--- src/rtl/switch_debouncer_pkg.sv ---
// Shared definitions for the switch debouncer slice.
//   irq_state_t        : IRQ FSM state encoding (IDLE=0, PENDING=1)
//   DEF_*              : default timing constants (1 ms tick @ 50 MHz, 10 ms stable)
package switch_debouncer_pkg;

   typedef enum logic {
      IRQ_IDLE    = 1'b0,
      IRQ_PENDING = 1'b1
   } irq_state_t;

   localparam int DEF_SYNC_STAGES  = 2;
   localparam int DEF_TICK_DIV     = 50000;
   localparam int DEF_STABLE_TICKS = 10;

endpackage

--- src/rtl/switch_debouncer_debounce_bit.sv ---
// One switch channel: synchroniser chain, stable-level counter, debounced
// output flop and one-cycle change pulse.
//   CLK, RST : clock, synchronous active-high reset
//   tick     : prescaler strobe from the top level
//   raw      : asynchronous switch pin
//   value    : debounced level (registered)
//   changed  : one-cycle pulse when value takes a new level
module debounce_bit #(
   parameter int SYNC_STAGES  = 2,
   parameter int STABLE_TICKS = 10
) (
   input  logic CLK,
   input  logic RST,
   input  logic tick,
   input  logic raw,
   output logic value,
   output logic changed
);

   localparam int CW = $clog2(STABLE_TICKS + 1);
   localparam logic [CW-1:0] LAST = CW'(STABLE_TICKS - 1);

   logic [SYNC_STAGES-1:0] sync_q;
   logic [CW-1:0]          cnt;
   logic                   sync;

   assign sync = sync_q[SYNC_STAGES-1];

   always_ff @(posedge CLK) begin
      if (RST) begin
         sync_q  <= '0;
         cnt     <= '0;
         value   <= 1'b0;
         changed <= 1'b0;
      end else begin
         sync_q  <= {sync_q[SYNC_STAGES-2:0], raw};
         changed <= 1'b0;
         // Agreement with the current level always wins, so a bounce back
         // throws away whatever progress the new level had made.
         if (sync == value) begin
            cnt <= '0;
         end else if (tick) begin
            if (cnt == LAST) begin
               value   <= sync;
               cnt     <= '0;
               changed <= 1'b1;
            end else begin
               cnt <= cnt + CW'(1);
            end
         end
      end
   end

endmodule

--- src/rtl/switch_debouncer.sv ---
// Slide-switch conditioner: per-bit synchronise + debounce, plus a level
// interrupt raised on any accepted change and cleared by processor ACK.
//   CLK, RST        : clock, synchronous active-high reset
//   SWITCH_RAW      : asynchronous switch pins
//   SWITCH_VALUE    : debounced switch levels
//   SWITCH_CHANGED  : per-bit one-cycle pulse on an accepted change
//   IRQ_RAISE       : interrupt request, held until acknowledged
//   IRQ_ACK         : one-cycle acknowledge from the processor
module switch_debouncer
   import switch_debouncer_pkg::*;
#(
   parameter int WIDTH        = 8,
   parameter int SYNC_STAGES  = DEF_SYNC_STAGES,
   parameter int TICK_DIV     = DEF_TICK_DIV,
   parameter int STABLE_TICKS = DEF_STABLE_TICKS
) (
   input  logic             CLK,
   input  logic             RST,
   input  logic [WIDTH-1:0] SWITCH_RAW,
   output logic [WIDTH-1:0] SWITCH_VALUE,
   output logic [WIDTH-1:0] SWITCH_CHANGED,
   output logic             IRQ_RAISE,
   input  logic             IRQ_ACK
);

   localparam int PW = (TICK_DIV > 1) ? $clog2(TICK_DIV) : 1;

   logic [PW-1:0] pre_cnt;
   logic          tick;
   logic          any_chg;
   irq_state_t    state;

   // With TICK_DIV=1 the counter sits at 0 and tick is high every cycle.
   assign tick = (pre_cnt == PW'(TICK_DIV - 1));

   always_ff @(posedge CLK) begin
      if (RST || tick) pre_cnt <= '0;
      else             pre_cnt <= pre_cnt + PW'(1);
   end

   for (genvar i = 0; i < WIDTH; i++) begin : g_bit
      debounce_bit #(
         .SYNC_STAGES  (SYNC_STAGES),
         .STABLE_TICKS (STABLE_TICKS)
      ) u_bit (
         .CLK     (CLK),
         .RST     (RST),
         .tick    (tick),
         .raw     (SWITCH_RAW[i]),
         .value   (SWITCH_VALUE[i]),
         .changed (SWITCH_CHANGED[i])
      );
   end

   assign any_chg = |SWITCH_CHANGED;

   // IRQ_RAISE is loaded with the next-state decode so it tracks state
   // without an extra cycle of lag. An ACK that coincides with a fresh
   // change keeps the request up so that change is not lost.
   always_ff @(posedge CLK) begin
      if (RST) begin
         state     <= IRQ_IDLE;
         IRQ_RAISE <= 1'b0;
      end else begin
         case (state)
            IRQ_IDLE: begin
               if (any_chg) begin
                  state     <= IRQ_PENDING;
                  IRQ_RAISE <= 1'b1;
               end
            end
            IRQ_PENDING: begin
               if (IRQ_ACK && !any_chg) begin
                  state     <= IRQ_IDLE;
                  IRQ_RAISE <= 1'b0;
               end
            end
            default: begin
               state     <= IRQ_IDLE;
               IRQ_RAISE <= 1'b0;
            end
         endcase
      end
   end

endmodule

--- config.mk ---
export PLATFORM = sky130hd
export DESIGN_NAME = switch_debouncer
export DESIGN_NICKNAME = d
export VERILOG_FILES = /design/src/rtl/switch_debouncer_pkg.sv /design/src/rtl/switch_debouncer_debounce_bit.sv /design/src/rtl/switch_debouncer.sv
export SDC_FILE = /design/constraint.sdc
export NUM_CORES = 1
export LEC_CHECK = 0
export CAP_MARGIN = 20
export CORE_MARGIN = 2
export CORE_UTILIZATION = 50
export DETAILED_ROUTE_END_ITERATION = 7
export GPL_ROUTABILITY_DRIVEN = 0
export GPL_TIMING_DRIVEN = 0
export PLACE_DENSITY = 0.7
export SLEW_MARGIN = 20
export SYNTH_ARGS = -nofsm -noshare
export SYNTH_HDL_FRONTEND = slang
export SYNTH_HIERARCHICAL = 1
export SYNTH_SLANG_ARGS = --single-unit
--- constraint.sdc ---
create_clock -name CLK -period 5.35 [get_ports CLK]
set_input_delay 0.535 -clock CLK [delete_from_list [all_inputs] [get_ports CLK]]
set_output_delay 0.535 -clock CLK [all_outputs]
set_load 0.01 [all_outputs]
Word-level counts from Yosys, hierarchy flattened
Cells that the tools add are included.
{"block": "word_totals", "input_bits": 11, "n_memories": 0, "register_bits": 82, "ram_bits": 0, "rom_bits": 0, "latchBits": 0}
{"block": "classes", "reduce_logical": 29, "n_lt_le_gt_ge": 0, "n_mul": 0, "n_eq_ne": 19, "addsub": 9, "n_mux": 22, "div": 0, "shifts": 0, "bitwise": 10}
{"op": "$add 4x1->4 const B", "n": 8}
{"op": "$eq 4x4->1 const B", "n": 8}
{"op": "$mux 4", "n": 8}
{"op": "$reduce_and 3->1", "n": 8}
{"op": "$reduce_or 3->1", "n": 8}
{"op": "$add 16x1->16 const B", "n": 1}
{"op": "$eq 16x16->1 const B", "n": 1}
{"op": "$reduce_or 2->1", "n": 8}
{"op": "$mux 1", "n": 12}
{"op": "$not 1->1", "n": 10}
{"op": "$eq 1x1->1", "n": 8}
{"op": "$reduce_or 8->1", "n": 1}
{"op": "$pmux 1 s2", "n": 2}
{"op": "$ne 2x1->1 const B", "n": 1}
{"op": "$ne 2x2->1 const B", "n": 1}
{"op": "$reduce_and 2->1", "n": 1}
{"op": "$logic_and 1x1->1", "n": 1}
{"op": "$logic_not 1->1", "n": 1}
{"op": "$logic_or 1x1->1", "n": 1}

Logic depth before layout (Yosys ltp)
{"block": "logic_depth", "word_depth": 5, "depth_mapped": 7, "mapped_depth_nobuf": 6}

Modules after synthesis
Netlist, hierarchy kept.
{"mod": "debounce_bit", "n_inst": 8, "cells_each": 32, "seq_area_each_um2": 160.2, "area_per_inst_um2": 316.6}
{"mod": "switch_debouncer", "n_inst": 1, "cells_each": 90, "seq_area_each_um2": 360.3, "area_per_inst_um2": 819.5}

Least setup slack after synthesis
Ideal clock, no wire load.
{"block": "synth_timing", "path_type": "reg-to-reg", "start": "register pre_cnt[10]", "end": "register g_bit[0].u_bit.cnt[1]", "slack_ns": 1.899, "t_required_ns": 5.284, "arrival_time_ns": 3.385, "period_less_slack_ns": 3.451, "setup_time_ns": 0.066, "path_stages_with_launch": 6, "path_cell_list": "dfxtp_1 -> or4_1 -> nor4_2 -> nand2_2 -> or3_1 -> a21oi_2"}
{"block": "synth_via", "elab_chain_len": 1}
{"item": "start, declared", "line": "switch_debouncer.sv:28", "text": "logic [PW-1:0] pre_cnt;"}
{"item": "start signal, assigned", "line": "switch_debouncer.sv:38", "text": "else pre_cnt <= pre_cnt + PW'(1);"}
{"item": "$eq 16x16->1", "line": "switch_debouncer.sv:34", "text": "assign tick = (pre_cnt == PW'(TICK_DIV - 1));"}
{"item": "named net tick", "line": "switch_debouncer.sv:29", "text": "logic tick;"}
{"item": "end signal, assigned", "line": "switch_debouncer_debounce_bit.sv:48", "text": "cnt <= cnt + CW'(1);"}
{"item": "end, declared", "line": "switch_debouncer_debounce_bit.sv:24", "text": "logic [CW-1:0] cnt;"}
The timed path passes the listed nets, and every way through them passes these cells.
A chain may end at the register's enable or synchronous reset.

Worst setup path after layout
{"block": "layout_timing", "start": "register pre_cnt[0]", "end": "register g_bit[6].u_bit.value"}
{"block": "layout_via", "elab_chain_len": 2}
{"item": "$eq 16x16->1", "line": "switch_debouncer.sv:34"}
{"item": "named net tick", "line": "switch_debouncer.sv:29"}
{"item": "$reduce_and 3->1 (no source line)"}
{"item": "end signal, assigned", "line": "switch_debouncer_debounce_bit.sv:44", "text": "value <= sync;"}
{"item": "end, declared", "line": "switch_debouncer_debounce_bit.sv:16", "text": "output logic value,"}
The timed path passes the listed nets, and every way through them passes these cells.

==> results.cfg <==
[grt]
grt_overflow = 0
grt_max_degree = 45
grtUsageTotal = 0.167
antenna_found_initial = 0
grt_pass1_vias = 2203
grt_pass1_wl_um = 9760

[worst_setup_path]
cp_num_cells = 8
slowest_delay_ns = 0.73
worst_path_max_delay_cell = nor4_4
cp_cell_sequence = ha_1 > nand3_1 > nor4_4 > buf_8 > buf_6 > nand2_2 > nor3b_1 > mux2i_1
reg2reg_slack_ns = 2.65
arrival_ns = 2.98
r2r-end = g_bit[6].u_bit/value$_SDFFE_PP0P_
required_ns = 5.63
cp-start-kind = register
crit_buf_inv = 2
crit_family = simple AND/OR/NAND/NOR gates
path_class = reg -> reg
path_max_fanout = 13
worstRegToRegCells = 8
cp-end-kind = register
rr_startpoint = pre_cnt[0]$_SDFF_PP0_

[synthesis]
syn_area_mm2 = 0.00335
synth_edf_count = 0
syn_nets = 358
ys_seq_area_frac = 0.490
postSynthAreaPerCell_um2 = 9.69
ys_ff_latch = 82
synth_cell_types = 30
synth_ff_type = dfxtp_1
netlist_instances = 346
yosysWarnings = 6
synthArstFlopShare = 0

[floorplanning]
num_rows = 29
io_pins = 28
design.die.area_mm2 = 0.00737
die_height_um = 85.9
initial_utilization = 0.522
fp.dieW_um = 85.9
coreArea_mm2 = 0.00642

[cts]
clk_latency_ns = 0.34
postCtsResizedCells = 0
clock-root-buffer = clkbuf_8
cts_max_level = 3
numClockSinks = 82
cts_hold_buf = 0
clockBufferDepth = 2
cts_tree = done
cts_setup_buffers = 0
cts_buffers = 9
clkSlewWorstSetupHoldPaths_ns = 0.08

[min_path]
hp-start = g_bit[1].u_bit/sync_q[0]$_SDFF_PP0_
hold_depth = 1
hold_path.class = reg -> reg
hold_end = g_bit[1].u_bit/sync_q[1]$_SDFF_PP0_

[place]
pre_cts_ws_ns = 2.61
io_buffers = 27
post-dp-hpwl_um = 3720

[timing]
worst_hold_slack_ns = 0.434
final_max_slew_viol_count = 0
maxSlewHeadroom = 0.552
rsz0062_at_grt = no
max_freq_mhz = 370
period_needed_ns = 2.70
min_period_over_period = 0.505
finalSetupTns_ns = 0
worst_pin_slew_ns = 0.667
hold_viol = 0
finalSetupViolations = 0
skew_ns = 0.00677
fin_ws_ns = 2.65

[route]
vias = 2411
drt_pass1_iterations = 6
wl_per_cell_um = 11.7
first_iter_violations = 70
ant_nets = 0
drc_errors = 2
via_per_inst = 5.16
wl_um = 5450

[cells_and_area]
antenna_cells = 0
drive_gt1_frac = 0.0897
syn_to_final_growth_pct = 16.4
num-nets-final = 398
nFillCells = 554

[pwr]
swShare = 0.215
seqPwrFrac = 0.610
p_comb_frac = 0.029
p_sw_w = 0.000219
cellLeakagePower_nw = 1.30
intPower_w = 0.000799
p_clk_frac = 0.361
power_density_mw_per_mm2 = 261
peakVddDrop_mv = 0.177

[run]
drv_cap = 0

[status]
outcome = finished, violations left
violations = DRC
[synth_stat cells, drive strengths merged, types with 2 or more instances]
cell	number	area, µm²
nand3	13	65.1
xnor2	21	184
nor2	37	139
inv	4	15.0
nand2b	25	156
xor2	17	149
nor3b	8	60.1
or3	8	50.1
and4b	8	80.1
nand2	19	91.3
o21ai	16	80.1
nand4	3	18.8
or4	3	22.5
dfxtp	82	1640
a21oi	17	115
nor2b	40	250
nor4	6	43.8
mux2i	8	80.1
nor3	3	15.0
buf	2	26.3
[how the worst max path moves through the flow]
stage                                 startpoint                            endpoint  slack [ns]
after floorplan           pre_cnt[10]$_SDFF_PP0_  g_bit[0].u_bit/cnt[1]$_SDFFE_PP0P_        1.90
after global routing       pre_cnt[0]$_SDFF_PP0_   g_bit[6].u_bit/value$_SDFFE_PP0P_        2.28
after global placement     pre_cnt[0]$_SDFF_PP0_   g_bit[2].u_bit/value$_SDFFE_PP0P_        0.91
final                      pre_cnt[0]$_SDFF_PP0_   g_bit[6].u_bit/value$_SDFFE_PP0P_        2.65
after CTS                  pre_cnt[0]$_SDFF_PP0_   g_bit[6].u_bit/value$_SDFFE_PP0P_        2.58
after detailed placement   pre_cnt[0]$_SDFF_PP0_   g_bit[6].u_bit/value$_SDFFE_PP0P_        2.61
[state kept, by name, indices dropped and copies added (netlist names)]
signal / flops
g_bit.u_bit/cnt: 32
g_bit.u_bit/sync_q: 16
pre_cnt: 16
g_bit.u_bit/changed: 8
g_bit.u_bit/value: 8
IRQ_RAISE: 1
state: 1
[cell type report]
class                      count  area (µm²)  share of cell area
buffer                         2        26.3             0.00674
timing repair buffer          29         292              0.0747
tap                           77        96.3              0.0247
clock inverter                 3        17.5             0.00449
clock buffer                  12         135              0.0346
multi-input combinational    258        1680               0.430
inverter                       4        15.0             0.00385
sequential                    82        1640               0.421
[per-layer routing]
layer	GRT usage	up-vias	share of wire
met2	0.265	34	0.46
met4	0.0563	0	0.014
met3	0.0674	8	0.041
met1	0.205	1117	0.48
li1	-	1252	-
met5	0	-	0
[power by group through the flow]
| stage | clock network (W) | logic [W] | registers, W |
|---|---|---|---|
| final | 0.000367 | 0.0000297 | 0.000621 |
| after global routing | 0.000414 | 0.0000334 | 0.000622 |
| after CTS | 0.000384 | 0.0000302 | 0.000621 |
| after detailed placement | 0 | 0.0000301 | 0.000636 |
| after global placement | 0 | 0.0000302 | 0.000635 |
| after floorplan | 0 | 0.0000169 | 0.000635 |
[placed cells by master, fill, tap and decap left out, types with 11 or more instances in the layout]
| cell | n |
|---|---|
| dfxtp_1 | 82 |
| xor2_1 | 17 |
| nand2_1 | 11 |
| nand2b_1 | 25 |
| xnor2_1 | 21 |
| nor2b_1 | 40 |
| clkdlybuf4s50_1 | 26 |
| nand3_1 | 13 |
| nor2_1 | 37 |
| o21ai_0 | 16 |
[metrics by stage]
step	total power, W	cell area [µm²]	instances	utilization
floorplan	0.000652	3350	346	-
global placement	0.000666	3720	450	0.579
detailed placement	0.000666	3750	452	0.584
CTS	0.00104	3900	467	0.607
global route	0.00107	3900	467	0.607
finish	0.00102	3900	467	0.607
[kinds of logic (layout without fill, tap and decap cells)]
kind of cell               Yosys count  count (layout)  synth area share
buffers and inverters                6              50            0.0123
and+or+nand+nor                    176             176             0.309
AOI/OAI and AO/OA                   35              35            0.0623
muxes                                8               8            0.0239
xor gates and xnor gates            38              38            0.0993
adders and majority gates            1               1           0.00373
DFF                                 82              82             0.490
Power figures use the tool's default switching activity.
==> variant 1 (same flow settings) <==
Register the output `IRQ_RAISE` once more, with the module's reset; this adds one clock of latency there. The other outputs are not delayed to match.
--- a/src/rtl/switch_debouncer.sv
+++ b/src/rtl/switch_debouncer.sv
@@ -26,2 +26,4 @@
    localparam int PW = (TICK_DIV > 1) ? $clog2(TICK_DIV) : 1;
+
+   logic IRQ_RAISE_s0;
 
@@ -62,3 +64,3 @@
          state     <= IRQ_IDLE;
-         IRQ_RAISE <= 1'b0;
+         IRQ_RAISE_s0 <= 1'b0;
       end else begin
@@ -68,3 +70,3 @@
                   state     <= IRQ_PENDING;
-                  IRQ_RAISE <= 1'b1;
+                  IRQ_RAISE_s0 <= 1'b1;
                end
@@ -74,3 +76,3 @@
                   state     <= IRQ_IDLE;
-                  IRQ_RAISE <= 1'b0;
+                  IRQ_RAISE_s0 <= 1'b0;
                end
@@ -79,3 +81,3 @@
                state     <= IRQ_IDLE;
-               IRQ_RAISE <= 1'b0;
+               IRQ_RAISE_s0 <= 1'b0;
             end
@@ -85,2 +87,10 @@
 
+   always_ff @(posedge CLK) begin
+      if (RST) begin
+         IRQ_RAISE <= '0;
+      end else begin
+         IRQ_RAISE <= IRQ_RAISE_s0;
+      end
+   end
+
 endmodule
Formal check against the unedited RTL: no difference found for any inputs over 10 cycles, from zero or initial values and one cycle with RST high; that may be too few to reach the edited logic, so the function may still have changed.
==> variant 1 against the unedited design <==
- routed wire length fell by 0.29%
- worst setup slack got worse by 49 ps
- combinational power about the same
- non-clock buffer count is the same
- area after synthesis increased by 0.78%
- sequential power up 1%
- count of clock-buffer cells in the layout up 1
- final area up 1.5%
- power rose by 7.5%
- global-route usage decreased by 0.47 points
- clock power is 19% higher
- die area grew 0.75%
- sequential cell count rose by 1
==> variant 1: results (changes against the unedited design) <==
** Outcome
- The run finished with clean final reports.

** Timing
- Worst Max-Slew Pin Slew :: 653 ps (-13.8 ps)
- The worst setup skew after layout came to 5.16 ps (-1.61 ps).
- The final count of hold timing violations was 0 (unchanged).

** Layout
- The count of multi-input gates was 259 (+0.39%).
- The count of filler cells inserted in the layout was 580 (+4.7%).
- The share of layout cells above drive strength 1 came to 0.0918 (+0.00209).
- Post-layout net count :: 400 (+0.50%)
- Fraction of area in clock buffers and inverters :: 0.0490 (+0.00983)
- Number of inserted diodes :: 0 (unchanged)
- The register cell area after layout came to 1660 um^2 (+1.2%).
- Clock buffer count :: 13 (+1)
- The total number of sequential cells was 83 (+1.2%).
- The fraction of area in non-clock buffers came to 0.0783 (-0.00313).
- The fraction of standard cell area in multi-input logic came to 0.425 (-0.00494).

** Power
- Peak supply drop :: 0.154 mV (-13%)
- The clock group share of total power was 0.399 (+0.038).
- Design internal power :: 880 uW (+10%)
- The cell leakage power came to 1.33 nW (+2.4%).
- The sequential power share came to 0.574 (-0.036).

** Detailed routing
- Avg Vias per Cell :: 5.08 (-1.5%)
- Number of DRC violations after detailed-routing iteration 0 :: 43 (-39%)
- The detailed-routed wire length on met2 was 2460 um (-2.7%).
- Top routing layer in use :: met4
- Routed metal-1 wire length :: 2710 um (+3.8%)
- The number of detailed-route iterations in the first pass is 4 (-2).
- The total detailed-routing wirelength came to 5430 um (-0.29%).

** Global route
- Maximum number of pins on one net before global-route repair :: 46 (+2.2%)
- Grt met3 use :: 0.0371 (-0.0302)
- Number of global-route vias before repair :: 2273 (+3.2%)
- GRT Total Usage :: 0.162 (-0.00472)
- The wire length of the first global-routing pass came to 9550 um (-2.1%).
- The fraction of met2 tracks used by global routing came to 0.258 (-0.00705).
- The number of antenna violations at the first check in global routing is 0 (unchanged).

** Placement
- The HPWL after detailed placement is 3780 um (+1.8%).
- The post-placement setup slack came to 2570 ps (-36.9 ps).
- Count of port buffers added during placement :: 27 (unchanged)

** Synthesis
- The share of the synthesized area in compound gates (AO/OA/AOI/OAI) is 0.0619 (-0.000485).
- The post-synthesis share of cell area spent on full adders, half adders and majority gates is 0.00370 (-0.0000290).
- Synthesized net count :: 360 (+0.56%)
- In the post-synthesis netlist, the biggest area contributors are sky130_fd_sc_hd__dfxtp_1 (49%), sky130_fd_sc_hd__nor2b_1 (7.6%), sky130_fd_sc_hd__xnor2_1 (5.4%), sky130_fd_sc_hd__nand2b_1 (4.6%), sky130_fd_sc_hd__xor2_1 (4.4%).
- Sequential share of the synthesized area :: 0.492 (+0.00212)
- Ranked by instance count, the synthesized netlist is headed by sky130_fd_sc_hd__dfxtp_1 (83), sky130_fd_sc_hd__nor2b_1 (41), sky130_fd_sc_hd__nor2_1 (37), sky130_fd_sc_hd__nand2b_1 (25), sky130_fd_sc_hd__xnor2_1 (21).
- The xor-xnor portion of the synthesized cell area was 0.0985 (-0.000772).
- The portion of netlist area occupied by mux cells is 0.0237 (-0.000186).

** Setup path
- In this design, the largest share of critical-path delay is due to simple AND/OR/NAND/NOR gates.

** Clock network
- CTS max path bufs :: 2 (unchanged)
-- variant 1: cell count changes after synthesis --
cell,before,now
sky130_fd_sc_hd__dfxtp_1,82,83
sky130_fd_sc_hd__nor2b_1,40,41
-- variant 1: final timing paths --
kind,slack (ps),start,end
worst min register to register,440,g_bit[1].u_bit/sync_q[0],g_bit[1].u_bit/sync_q[1]
worst max register to register,2600,pre_cnt[0],g_bit[2].u_bit/value
worst min-delay path,440,g_bit[1].u_bit/sync_q[0],g_bit[1].u_bit/sync_q[1]
worst max-delay path,2600,pre_cnt[0],g_bit[2].u_bit/value
-- variant 1: stage by stage --
step	instances	hold slack, ps	total power, mW	cell area [um^2]
6_report	469	438	1.09	3960
5_1_grt	469	461	1.15	3960
4_1_cts	469	441	1.11	3960
3_5_place_dp	454	423	0.673	3770
3_3_place_gp	452	417	0.673	3740
2_1_floorplan	348	414	0.659	3380
==> variant 2 (config.mk and constraints unchanged) <==
Without the edit above. The parameter `WIDTH` goes from 8 to 10.
--- a/src/rtl/switch_debouncer.sv
+++ b/src/rtl/switch_debouncer.sv
@@ -11,3 +11,3 @@
 #(
-   parameter int WIDTH        = 8,
+   parameter int WIDTH        = 10,
    parameter int SYNC_STAGES  = DEF_SYNC_STAGES,
Interface: changed (resized SWITCH_CHANGED, SWITCH_RAW and SWITCH_VALUE); port bits go from 28 to 34. The function was not compared with the original's and may differ.
==> variant 2 against the unedited design <==
- final area increased by 22%
- die area is 18% higher
- clock power up 55%
- area after synthesis up 19%
- sequential cell count increased by 16
- worst setup slack worse by 160 ps
- routed wire length up 22%
- power grew 33%
- critical endpoint is now g_bit[5].u_bit/value
==> variant 2: results (changes against the unedited design) <==
** Placement
- Half-perimeter wire length after placement :: 4720 um (+27%)
- The count of buffers from port buffering came to 33 (+22%).

** Layout
- The total number of nets in the final design is 472 (+19%).
- The largest registers in the layout are g_bit.u_bit/cnt: 40 flops, g_bit.u_bit/sync_q: 20 flops, pre_cnt: 16 flops.
- The share of layout cells above drive strength 1 was 0.0950 (+0.00529).
- The count of filler cells inserted in the layout is 658 (+19%).

** Setup path
- The highest net fanout along the worst path is 12 (-1).
- The most critical setup path has its endpoint at g_bit[5].u_bit/value.
- Stage delay of the slowest cell on the critical path :: 750 ps (+20 ps)
- The endpoint identified for the worst register-to-register timing path is g_bit[5].u_bit/value.
- The worst register-to-register path begins at pre_cnt[10].

** Synthesis
- By count the netlist is led by sky130_fd_sc_hd__dfxtp_1 (98), sky130_fd_sc_hd__nor2b_1 (50), sky130_fd_sc_hd__nor2_1 (40), sky130_fd_sc_hd__nand2b_1 (31), sky130_fd_sc_hd__xnor2_1 (23).
- Synthesized net count :: 424 (+18%)
- Syn Inst Count :: 410 (+18%)

** Min path
- Hold Startpoint :: g_bit[4].u_bit/sync_q[0]

** Detailed routing
- Wire length after detailed routing :: 6650 um (+22%)
- The number of vias per cell after detailed routing is 5.04 (-2.4%).

** Timing
- Worst setup skew after layout :: 6.21 ps (-0.557 ps)
- Headroom to the max-slew limit :: 0.475 (-0.0771)

** Power
- The worst voltage drop across the vdd grid was 0.135 mV (-24%).

** Global route
- GRT Total Usage :: 0.164 (-0.00223)
- Global-route wire length before repair :: 11500 um (+18%)
- The pin count of the biggest net entering global routing is 29 (-36%).
- The via count of the first global-routing pass was 2687 (+22%).

** Outcome
- The run finished with clean final reports.
==> variant 2: changes by cell type after synthesis, sizes merged, moves of 3 or more <==
| cell | unedited run | this run |
|---|---|---|
| dfxtp | 82 | 98 |
| nor2b | 40 | 50 |
| nand2b | 25 | 31 |
| a21oi | 17 | 21 |
| nand2 | 19 | 23 |
| o21ai | 16 | 20 |
| xor2 | 17 | 21 |
| nor2 | 37 | 40 |
==> variant 2: final cells by class <==
cell class / instances / area, um^2 / area share
timing repair buffer: 37 / 387 / 0.0814
tap: 102 / 128 / 0.0269
inverter: 4 / 15.0 / 0.00316
buffer: 2 / 31.3 / 0.00658
clock buffer: 10 / 138 / 0.0290
sequential: 98 / 1960 / 0.413
multi-input combinational: 306 / 1980 / 0.416
clock inverter: 6 / 113 / 0.0237
==> variant 2: where the power goes <==
part	leakage (nW)	switching, mW	internal, mW
clock network	0.127	0.245	0.325
logic	0.698	0.0156	0.0221
registers	0.794	0.00436	0.738
total	1.62	0.265	1.08
==> variant 2: worst min-delay path by stage <==
stage / endpoint / slack (ps)
final: g_bit[4].u_bit/sync_q[1] / 440
after detailed placement: g_bit[6].u_bit/sync_q[1] / 420
after floorplan: g_bit[0].u_bit/sync_q[1] / 410
after CTS: g_bit[6].u_bit/sync_q[1] / 450
after global routing: g_bit[2].u_bit/sync_q[1] / 460
after global placement: g_bit[4].u_bit/sync_q[1] / 420
==> variant 2: metrics by stage <==
stage / power, mW / worst slack, ps / utilization / cell area [um^2] / hold slack, ps
after floorplan: 0.778 / 1410 / - / 3980 / 414
after global placement: 0.795 / 479 / 0.574 / 4440 / 417
after detailed placement: 0.798 / 2530 / 0.582 / 4500 / 424
after CTS: 1.37 / 2490 / 0.615 / 4750 / 448
after global routing: 1.40 / 2340 / 0.615 / 4750 / 461
final: 1.35 / 2490 / 0.615 / 4750 / 441
==> variant 2: routing by layer <==
layer  vias to the layer above  routed length (um)  part of all wire  GRT usage
met3                         9                 231             0.035     0.0298
met2                        32                3200              0.48      0.281
met5                         -                   0                 0          0
met4                         0                 105             0.016     0.0699
li1                       1485                   -                 -          -
met1                      1321                3110              0.47      0.203
==> variant 2: kinds of logic after synthesis <==
| family | share of synthesized area |
|---|---|
| and+or+nand+nor | 0.305 |
| muxes | 0.0252 |
| adders and majority gates | 0.00315 |
| xor gates and xnor gates | 0.0969 |
| buffers and inverters | 0.0116 |
| AOI/OAI and AO/OA | 0.0645 |
| DFF | 0.493 |
